## src/rtl/bomb_pkg.sv

```systemverilog
// Shared constants and encodings for the bomb request stage.
package bomb_pkg;

    localparam int GRID_DEFAULT           = 10;
    localparam int COOLDOWN_TICKS_DEFAULT = 2;
    localparam int CNT_W_DEFAULT          = 8;
    localparam int COORD_W                = 4;

    typedef enum logic [1:0] {
        IDLE     = 2'd0,
        PENDING  = 2'd1,
        COOLDOWN = 2'd2
    } req_state_e;

    typedef enum logic [1:0] {
        RUNNING = 2'd0,
        B_WINS  = 2'd1,
        A_WINS  = 2'd2,
        DRAW    = 2'd3
    } game_state_e;

    typedef enum logic [1:0] {
        EMPTY     = 2'b00,
        ARMED     = 2'b01,
        TICKING   = 2'b10,
        EXPLODING = 2'b11
    } cell_e;

endpackage

```

## src/rtl/bomb_request_if.sv

```systemverilog
// Player-input / request-output bundle between the game logic and bomb_request.
interface bomb_request_if #(
    parameter int GRID  = bomb_pkg::GRID_DEFAULT,
    parameter int CNT_W = bomb_pkg::CNT_W_DEFAULT
);
    logic                          bomb_tick;
    logic                          btnA, btnB;
    logic [bomb_pkg::COORD_W-1:0]  playerAx, playerAy, playerBx, playerBy;
    logic [1:0]                    healthA, healthB;
    logic [1:0]                    game_state;
    logic [GRID*GRID-1:0]          i_curBombMap_0, i_curBombMap_1;
    logic [bomb_pkg::COORD_W-1:0]  bombA_x, bombA_y, bombB_x, bombB_y;
    logic                          bombA_v, bombB_v;
    logic                          o_readyA, o_readyB;
    logic [CNT_W-1:0]              o_placedA, o_placedB;

    modport master (
        output bomb_tick, btnA, btnB, playerAx, playerAy, playerBx, playerBy,
               healthA, healthB, game_state, i_curBombMap_0, i_curBombMap_1,
        input  bombA_x, bombA_y, bombB_x, bombB_y, bombA_v, bombB_v,
               o_readyA, o_readyB, o_placedA, o_placedB
    );

    modport slave (
        input  bomb_tick, btnA, btnB, playerAx, playerAy, playerBx, playerBy,
               healthA, healthB, game_state, i_curBombMap_0, i_curBombMap_1,
        output bombA_x, bombA_y, bombB_x, bombB_y, bombA_v, bombB_v,
               o_readyA, o_readyB, o_placedA, o_placedB
    );
endinterface

```

## src/rtl/bomb_req_player.sv

```systemverilog
// One player's request path: button sync/edge detect, IDLE/PENDING/COOLDOWN
// FSM, cooldown counter and saturating placed-bomb counter.
module bomb_req_player
    import bomb_pkg::*;
#(
    parameter int GRID           = GRID_DEFAULT,
    parameter int COOLDOWN_TICKS = COOLDOWN_TICKS_DEFAULT,
    parameter int CNT_W          = CNT_W_DEFAULT
) (
    input  logic               clk,
    input  logic               rst,
    input  logic               bomb_tick,
    input  logic               btn,
    input  logic [COORD_W-1:0] x,
    input  logic [COORD_W-1:0] y,
    input  logic [1:0]         health,
    input  logic [1:0]         game_state,
    input  logic               busy,
    input  logic               block,
    output logic               accept,
    output logic [COORD_W-1:0] bomb_x,
    output logic [COORD_W-1:0] bomb_y,
    output logic               bomb_v,
    output logic               ready,
    output logic [CNT_W-1:0]   placed
);
    localparam int CD_W = (COOLDOWN_TICKS < 2) ? 1 : $clog2(COOLDOWN_TICKS + 1);

    req_state_e      state, state_nxt;
    logic [2:0]      sync;
    logic            press, consume, cancel;
    logic [CD_W-1:0] cd;

    // sync[1:0] is the two-flop synchroniser, sync[2] the previous level for edge detect
    always_ff @(posedge clk or posedge rst) begin
        if (rst) sync <= '0;
        else     sync <= {sync[1:0], btn};
    end

    assign press   = sync[1] & ~sync[2];
    assign accept  = (state == IDLE) && press && (health != 2'd0) &&
                     (game_state == RUNNING) && (int'(x) < GRID) && (int'(y) < GRID) &&
                     !busy && !block;
    // a tick in the same cycle as game over still consumes the request
    assign consume = (state == PENDING) && bomb_tick;
    assign cancel  = (state == PENDING) && !bomb_tick && (game_state != RUNNING);

    always_ff @(posedge clk or posedge rst) begin
        if (rst) state <= IDLE;
        else     state <= state_nxt;
    end

    always_comb begin
        state_nxt = state;
        case (state)
            IDLE:     if (accept) state_nxt = PENDING;
            PENDING: begin
                if (consume)     state_nxt = (COOLDOWN_TICKS == 0) ? IDLE : COOLDOWN;
                else if (cancel) state_nxt = IDLE;
            end
            COOLDOWN: if (bomb_tick && cd == CD_W'(1)) state_nxt = IDLE;
            default:  state_nxt = IDLE;
        endcase
    end

    always_comb begin
        bomb_v = 1'b0;
        ready  = 1'b0;
        case (state)
            IDLE:    ready  = 1'b1;
            PENDING: bomb_v = 1'b1;
            default: ;
        endcase
    end

    always_ff @(posedge clk or posedge rst) begin
        if (rst) begin
            bomb_x <= '0;
            bomb_y <= '0;
            cd     <= '0;
            placed <= '0;
        end else begin
            if (accept) begin
                bomb_x <= x;
                bomb_y <= y;
            end
            if (consume) begin
                cd <= CD_W'(COOLDOWN_TICKS);
                if (placed != '1) placed <= placed + 1'b1;
            end else if (state == COOLDOWN && bomb_tick) begin
                cd <= cd - 1'b1;
            end
        end
    end

endmodule

```

## src/rtl/bomb_request.sv

```systemverilog
// Two-player bomb request stage: map occupancy lookup, same-cell conflict
// resolution (A has priority) and the two per-player request engines.
module bomb_request
    import bomb_pkg::*;
#(
    parameter int GRID           = GRID_DEFAULT,
    parameter int COOLDOWN_TICKS = COOLDOWN_TICKS_DEFAULT,
    parameter int CNT_W          = CNT_W_DEFAULT
) (
    input logic           clk,
    input logic           rst,
    bomb_request_if.slave bus
);
    localparam int MAP_W = GRID * GRID;

    function automatic logic cell_busy(input logic [MAP_W-1:0]   m0,
                                       input logic [MAP_W-1:0]   m1,
                                       input logic [COORD_W-1:0] x,
                                       input logic [COORD_W-1:0] y);
        logic hit;
        int   idx;
        hit = 1'b0;
        idx = GRID * int'(x) + int'(y);
        for (int i = 0; i < MAP_W; i++)
            if (i == idx) hit = ({m1[i], m0[i]} != EMPTY);
        return hit;
    endfunction

    logic busy_a, busy_b, block_b, accept_a;
    // B's accept has no consumer; only A's feeds the conflict check
    logic unused_accept_b;

    assign busy_a = cell_busy(bus.i_curBombMap_0, bus.i_curBombMap_1, bus.playerAx, bus.playerAy);
    assign busy_b = cell_busy(bus.i_curBombMap_0, bus.i_curBombMap_1, bus.playerBx, bus.playerBy);

    assign block_b = (bus.bombA_v && bus.bombA_x == bus.playerBx && bus.bombA_y == bus.playerBy) ||
                     (accept_a   && bus.playerAx == bus.playerBx && bus.playerAy == bus.playerBy);

    bomb_req_player #(.GRID(GRID), .COOLDOWN_TICKS(COOLDOWN_TICKS), .CNT_W(CNT_W)) u_a (
        .clk        (clk),
        .rst        (rst),
        .bomb_tick  (bus.bomb_tick),
        .btn        (bus.btnA),
        .x          (bus.playerAx),
        .y          (bus.playerAy),
        .health     (bus.healthA),
        .game_state (bus.game_state),
        .busy       (busy_a),
        .block      (1'b0),
        .accept     (accept_a),
        .bomb_x     (bus.bombA_x),
        .bomb_y     (bus.bombA_y),
        .bomb_v     (bus.bombA_v),
        .ready      (bus.o_readyA),
        .placed     (bus.o_placedA)
    );

    bomb_req_player #(.GRID(GRID), .COOLDOWN_TICKS(COOLDOWN_TICKS), .CNT_W(CNT_W)) u_b (
        .clk        (clk),
        .rst        (rst),
        .bomb_tick  (bus.bomb_tick),
        .btn        (bus.btnB),
        .x          (bus.playerBx),
        .y          (bus.playerBy),
        .health     (bus.healthB),
        .game_state (bus.game_state),
        .busy       (busy_b),
        .block      (block_b),
        .accept     (unused_accept_b),
        .bomb_x     (bus.bombB_x),
        .bomb_y     (bus.bombB_y),
        .bomb_v     (bus.bombB_v),
        .ready      (bus.o_readyB),
        .placed     (bus.o_placedB)
    );

endmodule

```

## src/flat_wrapper.sv

```systemverilog
// flat-port wrapper written by rule: the top's interface ports become plain ports
module bomb_request_flat import bomb_pkg::*;
#(
    parameter int GRID           = GRID_DEFAULT,
    parameter int COOLDOWN_TICKS = COOLDOWN_TICKS_DEFAULT,
    parameter int CNT_W          = CNT_W_DEFAULT
)
  (clk, rst, bus_bomb_tick, bus_btnA, bus_btnB, bus_playerAx, bus_playerAy, bus_playerBx, bus_playerBy, bus_healthA, bus_healthB, bus_game_state, bus_i_curBombMap_0, bus_i_curBombMap_1, bus_bombA_x, bus_bombA_y, bus_bombB_x, bus_bombB_y, bus_bombA_v, bus_bombB_v, bus_o_readyA, bus_o_readyB, bus_o_placedA, bus_o_placedB);
  bomb_request_if #(.GRID(GRID), .CNT_W(CNT_W)) bus_i ();
  input logic clk;
  input logic rst;
  input wire logic [$bits(bus_i.bomb_tick)-1:0] bus_bomb_tick;
  input wire logic [$bits(bus_i.btnA)-1:0] bus_btnA;
  input wire logic [$bits(bus_i.btnB)-1:0] bus_btnB;
  input wire logic [$bits(bus_i.playerAx)-1:0] bus_playerAx;
  input wire logic [$bits(bus_i.playerAy)-1:0] bus_playerAy;
  input wire logic [$bits(bus_i.playerBx)-1:0] bus_playerBx;
  input wire logic [$bits(bus_i.playerBy)-1:0] bus_playerBy;
  input wire logic [$bits(bus_i.healthA)-1:0] bus_healthA;
  input wire logic [$bits(bus_i.healthB)-1:0] bus_healthB;
  input wire logic [$bits(bus_i.game_state)-1:0] bus_game_state;
  input wire logic [$bits(bus_i.i_curBombMap_0)-1:0] bus_i_curBombMap_0;
  input wire logic [$bits(bus_i.i_curBombMap_1)-1:0] bus_i_curBombMap_1;
  output wire logic [$bits(bus_i.bombA_x)-1:0] bus_bombA_x;
  output wire logic [$bits(bus_i.bombA_y)-1:0] bus_bombA_y;
  output wire logic [$bits(bus_i.bombB_x)-1:0] bus_bombB_x;
  output wire logic [$bits(bus_i.bombB_y)-1:0] bus_bombB_y;
  output wire logic [$bits(bus_i.bombA_v)-1:0] bus_bombA_v;
  output wire logic [$bits(bus_i.bombB_v)-1:0] bus_bombB_v;
  output wire logic [$bits(bus_i.o_readyA)-1:0] bus_o_readyA;
  output wire logic [$bits(bus_i.o_readyB)-1:0] bus_o_readyB;
  output wire logic [$bits(bus_i.o_placedA)-1:0] bus_o_placedA;
  output wire logic [$bits(bus_i.o_placedB)-1:0] bus_o_placedB;
  assign bus_i.bomb_tick = bus_bomb_tick;
  assign bus_i.btnA = bus_btnA;
  assign bus_i.btnB = bus_btnB;
  assign bus_i.playerAx = bus_playerAx;
  assign bus_i.playerAy = bus_playerAy;
  assign bus_i.playerBx = bus_playerBx;
  assign bus_i.playerBy = bus_playerBy;
  assign bus_i.healthA = bus_healthA;
  assign bus_i.healthB = bus_healthB;
  assign bus_i.game_state = bus_game_state;
  assign bus_i.i_curBombMap_0 = bus_i_curBombMap_0;
  assign bus_i.i_curBombMap_1 = bus_i_curBombMap_1;
  assign bus_bombA_x = bus_i.bombA_x;
  assign bus_bombA_y = bus_i.bombA_y;
  assign bus_bombB_x = bus_i.bombB_x;
  assign bus_bombB_y = bus_i.bombB_y;
  assign bus_bombA_v = bus_i.bombA_v;
  assign bus_bombB_v = bus_i.bombB_v;
  assign bus_o_readyA = bus_i.o_readyA;
  assign bus_o_readyB = bus_i.o_readyB;
  assign bus_o_placedA = bus_i.o_placedA;
  assign bus_o_placedB = bus_i.o_placedB;
  bomb_request #(.GRID(GRID), .COOLDOWN_TICKS(COOLDOWN_TICKS), .CNT_W(CNT_W)) u_core (.clk(clk), .rst(rst), .bus(bus_i));
endmodule
```

## config.mk

```make
export PLATFORM = sky130hd
export DESIGN_NAME = bomb_request_flat
export DESIGN_NICKNAME = d
export VERILOG_FILES = /design/src/rtl/bomb_pkg.sv /design/src/rtl/bomb_request_if.sv /design/src/rtl/bomb_req_player.sv /design/src/rtl/bomb_request.sv /design/src/flat_wrapper.sv
export SDC_FILE = /design/constraint.sdc
export NUM_CORES = 1
export LEC_CHECK = 0
export ABC_AREA = 1
export BUFFER_PORTS_ARGS = -buffer_cell sky130_fd_sc_hd__buf_2
export CAP_MARGIN = 20
export CELL_PAD_IN_SITES_DETAIL_PLACEMENT = 1
export CELL_PAD_IN_SITES_GLOBAL_PLACEMENT = 2
export CORE_UTILIZATION = 26
export CTS_CLUSTER_DIAMETER = 200
export CTS_CLUSTER_SIZE = 40
export DETAILED_ROUTE_END_ITERATION = 10
export PLACE_DENSITY_LB_ADDON = 0.1
export RECOVER_POWER = 100
export SLEW_MARGIN = 20
export SYNTH_ARGS = -nofsm -noshare
export SYNTH_HDL_FRONTEND = slang
export SYNTH_SLANG_ARGS = --single-unit
```

## constraint.sdc

```tcl
create_clock -name clk -period 4.6 [get_ports clk]
set_input_delay 0.46 -clock clk [delete_from_list [all_inputs] [get_ports clk]]
set_output_delay 0.46 -clock clk [all_outputs]
set_load 0.01 [all_outputs]
```

### Word level (Yosys, flattened, before mapping)

Cells that the tools add are included.

| cells by class | value |
|---|---|
| $add $sub $neg | 6 |
| $mul | 2 |
| divide/modulo/power cells | 0 |
| order comparisons | 4 |
| equality and inequality tests | 216 |
| shifts and indexed selects | 0 |
| multiplexer cells | 218 |
| bitwise gates (word level) | 4 |
| reductions and logical operators | 146 |

Operator list:

| operator | count |
|---|---|
| == test 8 x 32 -> 1 bit, first input constant | 72 |
| == test 7 x 32 -> 1 bit, first input constant | 64 |
| == test 6 x 32 -> 1 bit, first input constant | 32 |
| == test 5 x 32 -> 1 bit, first input constant | 16 |
| == test 4 x 32 -> 1 bit, first input constant | 8 |
| nonzero test 2 bit | 105 |
| two-way mux 1 bit | 204 |
| == test 3 x 32 -> 1 bit, first input constant | 4 |
| adder 32 x 5 -> 32 bit | 2 |
| == test 2 x 32 -> 1 bit, first input constant | 2 |
| zero test 32 bit | 2 |
| logical AND 1 bit | 27 |
| two-way mux 2 bit | 12 |
| adder 8 x 1 -> 8 bit, second input constant | 2 |
| == test 4 bit | 4 |
| less-than comparator 4 bit, second input constant | 4 |
| inequality test 8 bit, second input constant | 2 |
| multiplier 3 x 4 -> 7 bit, first input constant | 2 |
| case mux 2 bit (3 select lines) | 2 |
| == test 2 x 1 -> 1 bit, second input constant | 4 |
| zero test 2 bit | 3 |
| inequality test 2 bit, second input constant | 3 |
| inequality test 3 bit, second input constant | 2 |
| AND reduction 3 bit | 2 |
| 8 further kinds | 16 |

| word-level totals | value |
|---|---|
| register bits after elaboration | 46 |
| latch bits | 0 |
| memory bits (writable) | 0 |
| ROM bits | 0 |
| bits of input ports | 227 |
| output and inout bits | 36 |
| word-level logic and storage cells | 608 |
| memories kept | 0 |

### Depth between registers and ports, before layout

Gate-level depths: netlist of run 1.

| depth | value |
|---|---|
| depth in word-level cells | 112 |
| depth in mapped cells | 67 |
| mapped depth without buffers | 67 |

### Cells and area by module

From an unflattened synthesis of run 1, not the netlist that was laid out.

| unflattened totals | value |
|---|---|
| cell total of the unflattened synthesis | 1119 |
| area total of the unflattened synthesis | 6666.4 um^2 |

Modules (own cells, without submodules):

| module | times used | cells each | area each (um^2) | sequential area each (um^2) |
|---|---|---|---|---|
| bomb_request | 1 | 821 | 4221.5 | 0.0 |
| bomb_req_player | 2 | 149 | 1222.4 | 575.6 |

### Least setup slack after synthesis of run 1

Ideal clock, no wire load.

| timing | value |
|---|---|
| kind | input -> register |
| start point | input port bus_playerBx[1] |
| end point | register u_core.u_b.bomb_x[0] |
| library setup time | 0.117 ns |
| data arrival time | 5.642 ns |
| data required time | 4.483 ns |
| setup slack | -1.159 ns |
| cell stages on the path | 63 |
| buffers on the path | 0 |
| cells stage by stage | ha_1 > ha_1 > inv_1 > fa_1 > nor2_1 > nand3_1 > nand3_1 > nand2_1 > nor2_4 > nand2_1 > inv_2 > nand2_1 > or2_0 > nand2_1 > nand3_1 > nand2_1 > nand4_1 > nor2_1 > [... 27 more ...] > nand2_1 > nand4_1 > nand2_1 > nand4_1 > nor2_1 > nand4_1 > nand2_1 > nand4_1 > nand2_1 > nand3_1 > nand2_1 > nand3_1 > nand2_1 > nand4_1 > nor2_1 > nand3_2 > nand2_1 > nand2_1 |

| between the ends | value |
|---|---|
| word-level cells in the longest chain between the ends | 106 |
| elaborated cells on any way between the ends | 216 |
| classes of those cells | add/sub (1); mul (1); order compare (1); eq/ne (101); mux (100); reduce/logical (12) |

RTL lines:

| element | RTL line | text |
|---|---|---|
| start: declaration | flat_wrapper.sv:17 | `input wire logic [$bits(bus_i.playerBx)-1:0] bus_playerBx;` |
| multiplier 3 x 4 -> 7 bit | bomb_request.sv:23 | `idx = GRID * int'(x) + int'(y);` |
| adder 32 x 5 -> 32 bit | bomb_request.sv:23 |  |
| zero test 32 bit | bomb_request.sv:25 | `if (i == idx) hit = ({m1[i], m0[i]} != EMPTY);` |
| two-way mux 1 bit (100 in a row) | bomb_request.sv:25 |  |
| zero test 1 bit | bomb_req_player.sv:43 | `!busy && !block;` |
| logical AND 1 bit | bomb_req_player.sv:42 | `(game_state == RUNNING) && (int'(x) < GRID) && (int'(y) < GRID) &&` |
| logical AND 1 bit * | bomb_req_player.sv:43 |  |
| end signal: assignment | bomb_req_player.sv:78 | `bomb_x <= '0;` |
| end signal: assignment | bomb_req_player.sv:84 | `bomb_x <= x;` |
| end: declaration | bomb_req_player.sv:21 | `output logic [COORD_W-1:0] bomb_x,` |

Mark *: on every way between the ends. The rest lies on a longest branch, timed or not.
A chain may end at the register's enable or synchronous reset.

### Worst setup path in the final report of run 1

| timing | value |
|---|---|
| start point | input port bus_playerBx[3] |
| end point | register u_core.u_b.bomb_x[2] |

Same word-level chain as after synthesis.

==> run_results.csv, run 1 <==
group,metric,value,unit
synthesis,synth.most_common_cell,"nand2_1",
synthesis,synth_warnings,0,
worst_setup_path,worstSetupStartpointType,"input pin",
power_and_ir_drop,p_seq_share,23.6,%
clock_network,cts.sinks,46,
global_routing,grt_use_total,27.16,%
job,max_cap_viol_count,1,
clock_network,cts_buffers,5,
power_and_ir_drop,clkPwrFrac,15.1,%
floorplan,core_region_area,22640,um^2
synthesis,yosys_register_bits,46,
worst_setup_path,cp_slowest_stage_delay,570,ps
synthesis,synth_area_leaders,"dfrtp_1, nand2_1, nand3_1, inv_1, nor2_1",
drt,wire_per_inst,18.50,um
global_routing,grt_max_degree,47,
sta,clock_skew,4.798,ps
worst_hold_path,hold_class,"in -> reg",
power_and_ir_drop,p_int,0.001383,W
floorplan,die_w,153.8,um
floorplan,rows,55,
placed_design,gp_congestion,0.9315,
worst_setup_path,worstRegToRegCells,9,
drt,via_count,8822,
layout,nNetsFinal,1734,
worst_setup_path,critical_path_required,4780,ps
power_and_ir_drop,leakagePower,5.009,nW
synthesis,synth_edf_count,0,
floorplan,dieArea,23660,um^2
clock_network,clk_latency,290,ps
sta,hold_viol_final,0,
synthesis,ys_seq_area_share,19.21,%
sta,finalCritPeriodShare,150.4,%
sta,worst-slew-pin-transition,2145,ps
synthesis,avgSynthCellArea,5.986,um^2
power_and_ir_drop,pwr_density_cell,256.9,nW/um^2
worst_setup_path,cpMostUsedCell,"nand2_1",
layout,drive_gt1_share,40.17,%
power_and_ir_drop,power.switching,0.001140,W
global_routing,grt.overflow.total,0,
clock_network,cts_buffer_depth,2,
worst_setup_path,crit_slowest_cell,"fa_2",
worst_hold_path,holdPathStages,1,
worst_hold_path,min_to,"u_core.u_a.sync[0]$_DFF_PP0_",
synthesis,synth_cell_type_count,44,
drt,initialDrtViolationCount,460,
synthesis,synth_top_area_share,19.21,%
sta,fmax,144.5,MHz
floorplan,die-height,153.8,um
power_and_ir_drop,p_sw_share,45.19,%
layout,area_delta_synth_final,63.88,%
layout,stdcell_count,1772,
floorplan,start_util,26.47,%
worst_setup_path,cp_top_family,"simple AND/OR/NAND/NOR gates",
sta,rsz0062_at_grt,"yes",
sta,final-setup-viol-count,18,
worst_setup_path,critical_path_buf_inv_count,3,
clock_network,cts_hold_buf,0,
worst_setup_path,reg2reg_slack,2150,ps
drt,ant_nets,0,
synthesis,synthCells,1001,
sta,drv_slew,47,
synthesis,synthesis.nets,1250,
synthesis,synth-main-ff-cell,"dfrtp_1",
placed_design,dp_hpwl,28110,um
clock_network,path_clk_slew,70,ps
synthesis,synth.cell_area,5992,um^2
run_status,violations,"capacitance limit, slew limit, setup timing",
sta,final.setup.worst_slack,-2320,ps
synthesis,synth-async-reset-ratio,100.0,%
placed_design,pre_cts_ws,-2923,ps
drt,wirelength,32780,um
sta,slew_headroom,-43.80,%
placed_design,place_inst,1752,
worst_setup_path,rr_startpoint,"u_core.u_a.state[1]$_DFFE_PP0P_",
global_routing,antenna_found_initial,1,
worst_setup_path,critPathMaxFanout,5,
synthesis,synth_common_cells,"nand2_1, inv_1, nand3_1",
clock_network,clock-root-buffer,"clkbuf_16",
drt,firstDrtPassIters,5,
worst_setup_path,worstSetupEndpointType,"flip-flop",
drt,via_per_inst,4.979,
clock_network,htreeDepth,2,
clock_network,cts_tree,"yes",
synthesis,yosysTopAreaCell,"dfrtp_1",
sta,period_needed,6920,ps
run_status,outcome,"finished, violations left",
floorplan,io_pins,263,
global_routing,grt_pass1_wl,49420,um
power_and_ir_drop,p_comb_share,61.3,%
worst_hold_path,hp-start,"bus_btnA",
global_routing,grt_pass1_vias,9044,
worst_setup_path,reg2reg_to,"u_core.u_a.placed[7]$_DFFE_PP0P_",
placed_design,numPortBuffers,262,
power_and_ir_drop,ir_drop,0.0001953,V
worst_setup_path,path_class,"in -> reg",
worst_setup_path,arrival,7100,ps
drt,drc,0,
## flip-flops by register name, summed over array words and instances (netlist names)
name	flops
u_core.u_b.bomb_x	4
u_core.u_b.placed	8
u_core.u_a.bomb_y	4
u_core.u_b.state	2
u_core.u_b.sync	3
u_core.u_a.state	2
u_core.u_a.placed	8
u_core.u_b.bomb_y	4
u_core.u_b.cd	2
u_core.u_a.cd	2
u_core.u_a.bomb_x	4
u_core.u_a.sync	3
## power by group through the flow
stage	sequential [W]	clock, W	combinational (W)
5_1_grt	0.000606	0.000406	0.00168
3_5_place_dp	0.000593	0	0.00143
4_1_cts	0.000590	0.000388	0.00152
6_report	0.000594	0.000382	0.00155
3_3_place_gp	0.000594	0	0.00140
2_1_floorplan	0.000612	0	0.000669
## layer usage
| layer | track usage, % | vias up | part of all wire (%) | routed length [um] |
|---|---|---|---|---|
| met3 | 2.847 | 33 | 4.9 | 1600 |
| met2 | 46.39 | 266 | 47 | 15530 |
| li1 | - | 4279 | - | - |
| met5 | 0 | - | 0 | 0 |
| met4 | 5.476 | 0 | 1.6 | 518 |
| met1 | 36.89 | 4244 | 46 | 15130 |
## final cells by class
| type | instances | area, um^2 |
|---|---|---|
| multi-input cells | 777 | 4537 |
| repair buffers | 485 | 2979 |
| clock buffers | 7 | 142.6 |
| inverters | 170 | 641.9 |
| fillers | 3087 | 12820 |
| flip-flops and latches | 46 | 1151 |
| diodes | 1 | 2.502 |
| well taps | 285 | 356.6 |
| clock inverters | 1 | 8.758 |
## how the worst max path moves through the flow
stage	from	end	slack (ps)	cells after the start
6_report	bus_playerBx[3]	u_core.u_b.bomb_x[2]$_DFFE_PP0P_	-2320	65
5_1_grt	bus_playerBx[0]	u_core.u_b.bomb_x[3]$_DFFE_PP0P_	-2980	64
4_1_cts	bus_playerBx[3]	u_core.u_b.bomb_y[3]$_DFFE_PP0P_	-2360	67
3_5_place_dp	bus_playerBx[0]	u_core.u_b.bomb_x[2]$_DFFE_PP0P_	-2920	65
3_3_place_gp	bus_playerBx[0]	u_core.u_b.bomb_x[1]$_DFFE_PP0P_	-2830	65
2_1_floorplan	bus_playerBx[3]	u_core.u_b.bomb_x[1]$_DFFE_PP0P_	-1030	64
## kinds of logic after synthesis
kind of cell	Yosys count	share of synthesized area, %
adders and majority gates	22	5.095
and+or+nand+nor	628	49.43
DFF	46	19.21
buffers and inverters	181	11.46
xor gates and xnor gates	29	4.239
AOI/OAI and AO/OA	93	10.19
muxes	2	0.3758
## stage by stage
step	hold WS [ps]	TNS (ps)	utilization, %	power, W	area (um^2)
global placement	339.7	-42060	41.15	0.001994	9316
detailed placement	340.2	-45300	41.15	0.002026	9316
global route	263.3	-47570	43.37	0.002695	9819
CTS	270.4	-36570	43.02	0.002503	9739
finish	275.4	-36590	43.37	0.002523	9819
floorplan	331.2	-17600	-	0.001281	6083
## repair_timing
action,4_1_cts,5_1_grt
pin swaps,12,11
resized for setup,50,28
cloned,3,0
setup buffers,7,1
setup endpoints to repair,18,18
## layout by cell type (no fill, tap or decap), types with 7 or more instances in the layout
cell      count
a21oi_1      10
a31o_2        7
buf_2       221
buf_4       223
clkbuf_1     37
dfrtp_1      46
ha_1         10
ha_4          7
inv_1       156
inv_2        11
nand2_1     180
nand2_2      18
nand3_1     135
nand3_4       7
nand3b_1     18
nand4_1      54
nor2_1      129
nor3_1       15
o211ai_1     20
o21ai_0      19
o21ai_2       9
o22ai_1      10
or2_2        44
xnor2_1      14
xor2_1       12
Power figures use the tool's default switching activity.
==> run 2, diff against run 1 <==
--- a/config.mk
+++ b/config.mk
@@ -10,6 +10,7 @@
 export CAP_MARGIN = 20
 export CELL_PAD_IN_SITES_DETAIL_PLACEMENT = 1
 export CELL_PAD_IN_SITES_GLOBAL_PLACEMENT = 2
+export CORE_MARGIN = 5
 export CORE_UTILIZATION = 26
 export CTS_CLUSTER_DIAMETER = 200
 export CTS_CLUSTER_SIZE = 40
==> run_results.csv, run 2 (synthesized netlist as in run 1, its figures left out) <==
group,metric,value,unit
placed_design,dp_hpwl,29010,um
power_and_ir_drop,clkPwrFrac,14.5,%
worst_setup_path,worstSetupEndpointType,"flip-flop",
sta,worst-slew-pin-transition,2104,ps
layout,drive_gt1_share,41.74,%
power_and_ir_drop,power.switching,0.001149,W
sta,drv_slew,47,
layout,register_area,1151,um^2
drt,wire_per_inst,19.01,um
global_routing,antenna_found_initial,2,
sta,period_needed,7169,ps
floorplan,core_region_area,22640,um^2
power_and_ir_drop,p_comb_share,62.1,%
drt,drc,0,
power_and_ir_drop,ir_drop,0.0001604,V
placed_design,pre_cts_ws,-2829,ps
worst_setup_path,critical_path_required,4780,ps
worst_setup_path,worstSetupStartpointType,"input pin",
worst_setup_path,critPathMaxFanout,5,
sta,final-setup-viol-count,18,
power_and_ir_drop,leakagePower,5.140,nW
global_routing,grt_pass1_vias,9411,
clock_network,cts.sinks,46,
power_and_ir_drop,p_sw_share,44.98,%
floorplan,io_pins,263,
global_routing,grt_use_total,24.99,%
clock_network,clk_latency,300,ps
power_and_ir_drop,p_int,0.001405,W
worst_setup_path,arrival,7350,ps
power_and_ir_drop,pwr_density_cell,254.7,nW/um^2
worst_setup_path,crit_slowest_cell,"fa_2",
floorplan,start_util,26.47,%
power_and_ir_drop,p_seq_share,23.4,%
floorplan,die_w,161.8,um
sta,finalCritPeriodShare,155.9,%
global_routing,grt_pass1_wl,51420,um
clock_network,cts_tree,"yes",
worst_setup_path,cpMostUsedCell,"buf_4",
sta,finalSetupTns,-38400,ps
sta,finalHoldWorstSlack,272.1,ps
global_routing,grt_max_degree,47,
placed_design,place_inst,1759,
floorplan,rows,55,
drt,ant_nets,0,
layout,reg_top3,"u_core.u_a.placed: 8 flops, u_core.u_b.placed: 8 flops",
clock_network,cts_buffers,5,
clock_network,cts_buffer_depth,2,
job,max_cap_viol_count,1,
sta,rsz0062_at_grt,"yes",
layout,nNetsFinal,1762,
sta,slew_headroom,-41.04,%
layout,nFillCells,3145,
placed_design,gp_congestion,0.9473,
clock_network,path_clk_slew,70,ps
drt,via_count,8957,
global_routing,grt.overflow.total,0,
layout,final_cell_mix,"buf_4, buf_2, nand2_1",
worst_setup_path,path_class,"in -> reg",
floorplan,dieArea,26180,um^2
sta,final.setup.worst_slack,-2569,ps
drt,initialDrtViolationCount,465,
layout,stdcell_count,1801,
clock_network,htreeDepth,2,
sta,fmax,139.5,MHz
clock_network,clock-root-buffer,"clkbuf_16",
run_status,violations,"capacitance limit, slew limit, setup timing",
sta,clock_skew,11.60,ps
worst_setup_path,reg2reg_slack,2160,ps
run_status,outcome,"finished, violations left",
drt,via_per_inst,4.973,
worst_hold_path,hold_class,"in -> reg",
layout,area_delta_synth_final,67.30,%
placed_design,numPortBuffers,262,
layout,final_common_cell,"buf_4",
worst_setup_path,cp_slowest_stage_delay,470,ps
floorplan,die-height,161.8,um
sta,hold_viol_final,0,
drt,wirelength,34240,um
drt,firstDrtPassIters,5,
layout,multi_input_area,4519,um^2
run 2: cell count changes in the layout (fill, tap and decap cells not counted), sizes merged:
cell | previous run | this run
buf | 449 | 477
clkbuf | 43 | 41
clkinv | 1 | 3
diode | 1 | 2
run 2: repair_timing:
item | 4_1_cts | 5_1_grt
endpoints found under the setup margin | 18 | 18
pin swaps | 14 | 13
hold buffers | 0 | 0
resized for setup | 48 | 32
gates cloned | 3 | 0
buffers inserted | 26 | 4
run 2: final cells by class:
type                       instances  share of cell area [%]
sequential                        46                   11.48
inverter                         170                   6.403
multi-input combinational        777                   45.08
clock buffer                       5                   1.248
antenna                            2                 0.04993
clock inverter                     3                  0.1872
tap                              285                   3.557
timing repair buffer             513                   31.99
run 2: power by group through the flow:
stage	logic, W	registers (W)	clock network [W]
6_report	0.00159	0.000598	0.000370
5_1_grt	0.00174	0.000612	0.000395
4_1_cts	0.00156	0.000593	0.000381
3_5_place_dp	0.00143	0.000597	0
3_3_place_gp	0.00141	0.000595	0
2_1_floorplan	0.000669	0.000612	0
run 2: worst paths after layout:
kind                                                  from                                to  cells after the start
min reg2reg                   u_core.u_a.sync[0]$_DFF_PP0_      u_core.u_a.sync[1]$_DFF_PP0_                      0
max in group asynchronous                              rst  u_core.u_b.bomb_y[3]$_DFFE_PP0P_                      2
min in group asynchronous                              rst      u_core.u_b.sync[0]$_DFF_PP0_                      2
min                                               bus_btnB      u_core.u_b.sync[0]$_DFF_PP0_                      1
max reg2reg                u_core.u_a.state[0]$_DFFE_PP0P_  u_core.u_a.placed[7]$_DFFE_PP0P_                     10
max                                        bus_playerBx[0]  u_core.u_b.bomb_y[3]$_DFFE_PP0P_                     57
run 2: routing by layer:
layer  global-route usage [%]  share of wire, %  vias to the layer above
met1                    33.16                43                     4251
met4                    6.459               2.6                        0
met5                        0                 0                        -
met2                    42.37                47                      309
met3                    4.085               6.9                       55
li1                         -                 -                     4342
run 2: per-stage QoR:
step | total power (W) | utilization, % | instance area, um^2
after detailed placement | 0.002031 | 41.38 | 9369
after global placement | 0.002007 | 41.38 | 9369
after floorplan | 0.001281 | - | 6083
after global routing | 0.002748 | 44.28 | 10020
final | 0.002553 | 44.28 | 10020
after CTS | 0.002536 | 43.77 | 9911
run 2: critical path: cells and delay by family:
kind                       cells  cell delay (ps)
and+or+nand+nor               28             2870
buffers and inverters         24             2850
adders and majority gates      3              810
AOI/OAI and AO/OA              2              350
==> run 3, diff against run 2 <==
--- a/config.mk
+++ b/config.mk
@@ -11,7 +11,7 @@
 export CELL_PAD_IN_SITES_DETAIL_PLACEMENT = 1
 export CELL_PAD_IN_SITES_GLOBAL_PLACEMENT = 2
 export CORE_MARGIN = 5
-export CORE_UTILIZATION = 26
+export CORE_UTILIZATION = 21
 export CTS_CLUSTER_DIAMETER = 200
 export CTS_CLUSTER_SIZE = 40
 export DETAILED_ROUTE_END_ITERATION = 10
==> constraint.sdc (replaced) <==
create_clock -name clk -period 6.3 [get_ports clk]
set_input_delay 1.89 -clock clk [delete_from_list [all_inputs] [get_ports clk]]
set_output_delay 1.89 -clock clk [all_outputs]
set_load 0.01 [all_outputs]
==> run_results.csv, run 3 (synthesized netlist as in run 1, its figures left out) <==
group,metric,value,unit
power_and_ir_drop,pwr_density_cell,185.9,nW/um^2
worst_hold_path,hold_class,"reg -> reg",
sta,drv_slew,47,
drt,ant_nets,0,
worst_setup_path,critical_path_buf_inv_count,5,
clock_network,cts_hold_buf,0,
drt,routed.top_layer,"met5",
worst_setup_path,worstSetupEndpointType,"flip-flop",
sta,hold_viol_final,0,
worst_setup_path,critPathMaxFanout,5,
placed_design,dp_hpwl,30560,um
layout,drive_gt1_share,40.85,%
drt,wire_per_inst,18.89,um
drt,wl_met1,16050,um
placed_design,gp_congestion,0.9440,
layout,reg_top3,"u_core.u_a.placed: 8 flops, u_core.u_b.placed: 8 flops",
power_and_ir_drop,finalPower,0.001843,W
floorplan,rows,61,
clock_network,cts.sinks,46,
sta,worst-slew-pin-transition,2097,ps
run_status,violations,"capacitance limit, slew limit, setup timing",
worst_setup_path,rr_startpoint,"u_core.u_a.state[1]$_DFFE_PP0P_",
global_routing,grt_pass1_wl,51890,um
sta,fmax,121.4,MHz
floorplan,io_pins,263,
drt,firstDrtPassIters,5,
layout,nNetsFinal,1729,
worst_setup_path,critical_path_required,6470,ps
worst_setup_path,reg2reg_to,"u_core.u_a.placed[7]$_DFFE_PP0P_",
clock_network,cts_buffer_depth,2,
floorplan,core_region_area,28010,um^2
floorplan,die_w,178.9,um
layout,final_common_cell,"buf_2",
run_status,outcome,"finished, violations left",
worst_setup_path,worstSetupStartpointType,"input pin",
worst_setup_path,arrival,8410,ps
global_routing,grt_pass1_vias,9350,
power_and_ir_drop,ir_drop,0.0001129,V
worst_hold_path,min_to,"u_core.u_a.sync[1]$_DFF_PP0_",
worst_hold_path,hp-start,"u_core.u_a.sync[0]$_DFF_PP0_",
clock_network,clk_latency,290,ps
sta,finalSetupTns,-30500,ps
floorplan,dieArea,32010,um^2
sta,final-setup-viol-count,18,
placed_design,numPortBuffers,262,
layout,final_cell_mix,"buf_2, buf_4, nand2_1",
clock_network,path_clk_slew,70,ps
global_routing,grt.overflow.total,0,
worst_setup_path,reg2reg_slack,3810,ps
drt,drc,0,
worst_setup_path,cp.depth,62,
layout,multi_input_area,4549,um^2
global_routing,antenna_found_initial,1,
clock_network,htreeDepth,2,
worst_setup_path,cpMostUsedCell,"nand4_1",
sta,rsz0062_at_grt,"yes",
job,max_cap_viol_count,1,
worst_setup_path,worstRegToRegCells,9,
floorplan,start_util,21.39,%
worst_setup_path,path_class,"in -> reg",
worst_setup_path,cp_top_family,"simple AND/OR/NAND/NOR gates",
worst_setup_path,cp_slowest_stage_delay,580,ps
worst_hold_path,holdPathStages,0,
global_routing,grt_use_total,21.14,%
layout,diodes,0,
layout,fin_util,35.39,%
layout,register_area,1151,um^2
worst_setup_path,crit_slowest_cell,"fa_2",
drt,via_per_inst,4.685,
drt,wl_met2,16500,um
clock_network,cts_buffers,5,
clock_network,clock-root-buffer,"clkbuf_16",
layout,nFillCells,3728,
drt,via_count,8710,
floorplan,die-height,178.9,um
global_routing,grt_max_degree,47,
power_and_ir_drop,leakagePower,4.999,nW
sta,period_needed,8238,ps
sta,slew_headroom,-40.58,%
drt,wl_met3,1935,um
sta,clock_skew,9.186,ps
layout,area_delta_synth_final,65.44,%
drt,wirelength,35120,um
drt,initialDrtViolationCount,489,
sta,finalCritPeriodShare,130.8,%
sta,final.setup.worst_slack,-1938,ps
clock_network,cts_tree,"yes",
run 3: cell types whose count changed in the layout (fill, tap and decap cells not counted), sizes merged:
| cell | change |
|---|---|
| clkbuf | +2 |
| buf | -35 |
| diode | -2 |
run 3: per-stage QoR:
stage	hold slack [ps]	setup WS, ps	area, um^2	instances
after floorplan	331.2	-759.5	6083	1001
after global placement	337.6	-2577	9393	1838
after detailed placement	338.7	-2619	9393	1838
after CTS	354.6	-2002	9779	1855
after global routing	356.3	-2727	9913	1859
final	350.6	-1938	9913	1859
run 3: power by group:
| group | switching [W] | internal [W] | leakage (nW) |
|---|---|---|---|
| sequential | 0.0000652 | 0.000368 | 0.595 |
| clock | 0.000116 | 0.000147 | 0.0740 |
| combinational | 0.000654 | 0.000492 | 4.33 |
run 3: worst max path at each step:
stage / end / from
2_1_floorplan: u_core.u_b.bomb_x[1]$_DFFE_PP0P_ / bus_playerBx[3]
3_3_place_gp: u_core.u_b.bomb_x[2]$_DFFE_PP0P_ / bus_playerBx[1]
3_5_place_dp: u_core.u_b.bomb_y[0]$_DFFE_PP0P_ / bus_playerBx[1]
4_1_cts: u_core.u_b.bomb_y[0]$_DFFE_PP0P_ / bus_playerBx[1]
5_1_grt: u_core.u_b.bomb_y[3]$_DFFE_PP0P_ / bus_playerBx[1]
6_report: u_core.u_b.bomb_y[3]$_DFFE_PP0P_ / bus_playerBx[0]
run 3: layout make-up:
cell class              instances  share of cell area (%)
clock buffers                   5                   1.262
flip-flops and latches         46                   11.61
repair buffers                480                   29.82
well taps                     378                   4.771
multi-input cells             777                   45.89
inverters                     170                   6.450
clock inverters                 3                  0.1893
run 3: metal layers:
metal  up-vias  global-route usage, %
li1       4270                      -
met1      4139                  28.60
met2       254                  35.74
met3        45                  3.501
met4         2                  3.933
met5         -                      0
run 3: repair_timing:
action,CTS,global route
cloned,2,1
buffers inserted,7,3
pin swaps,18,15
endpoints found under the setup margin,18,18
gates resized for setup,49,38
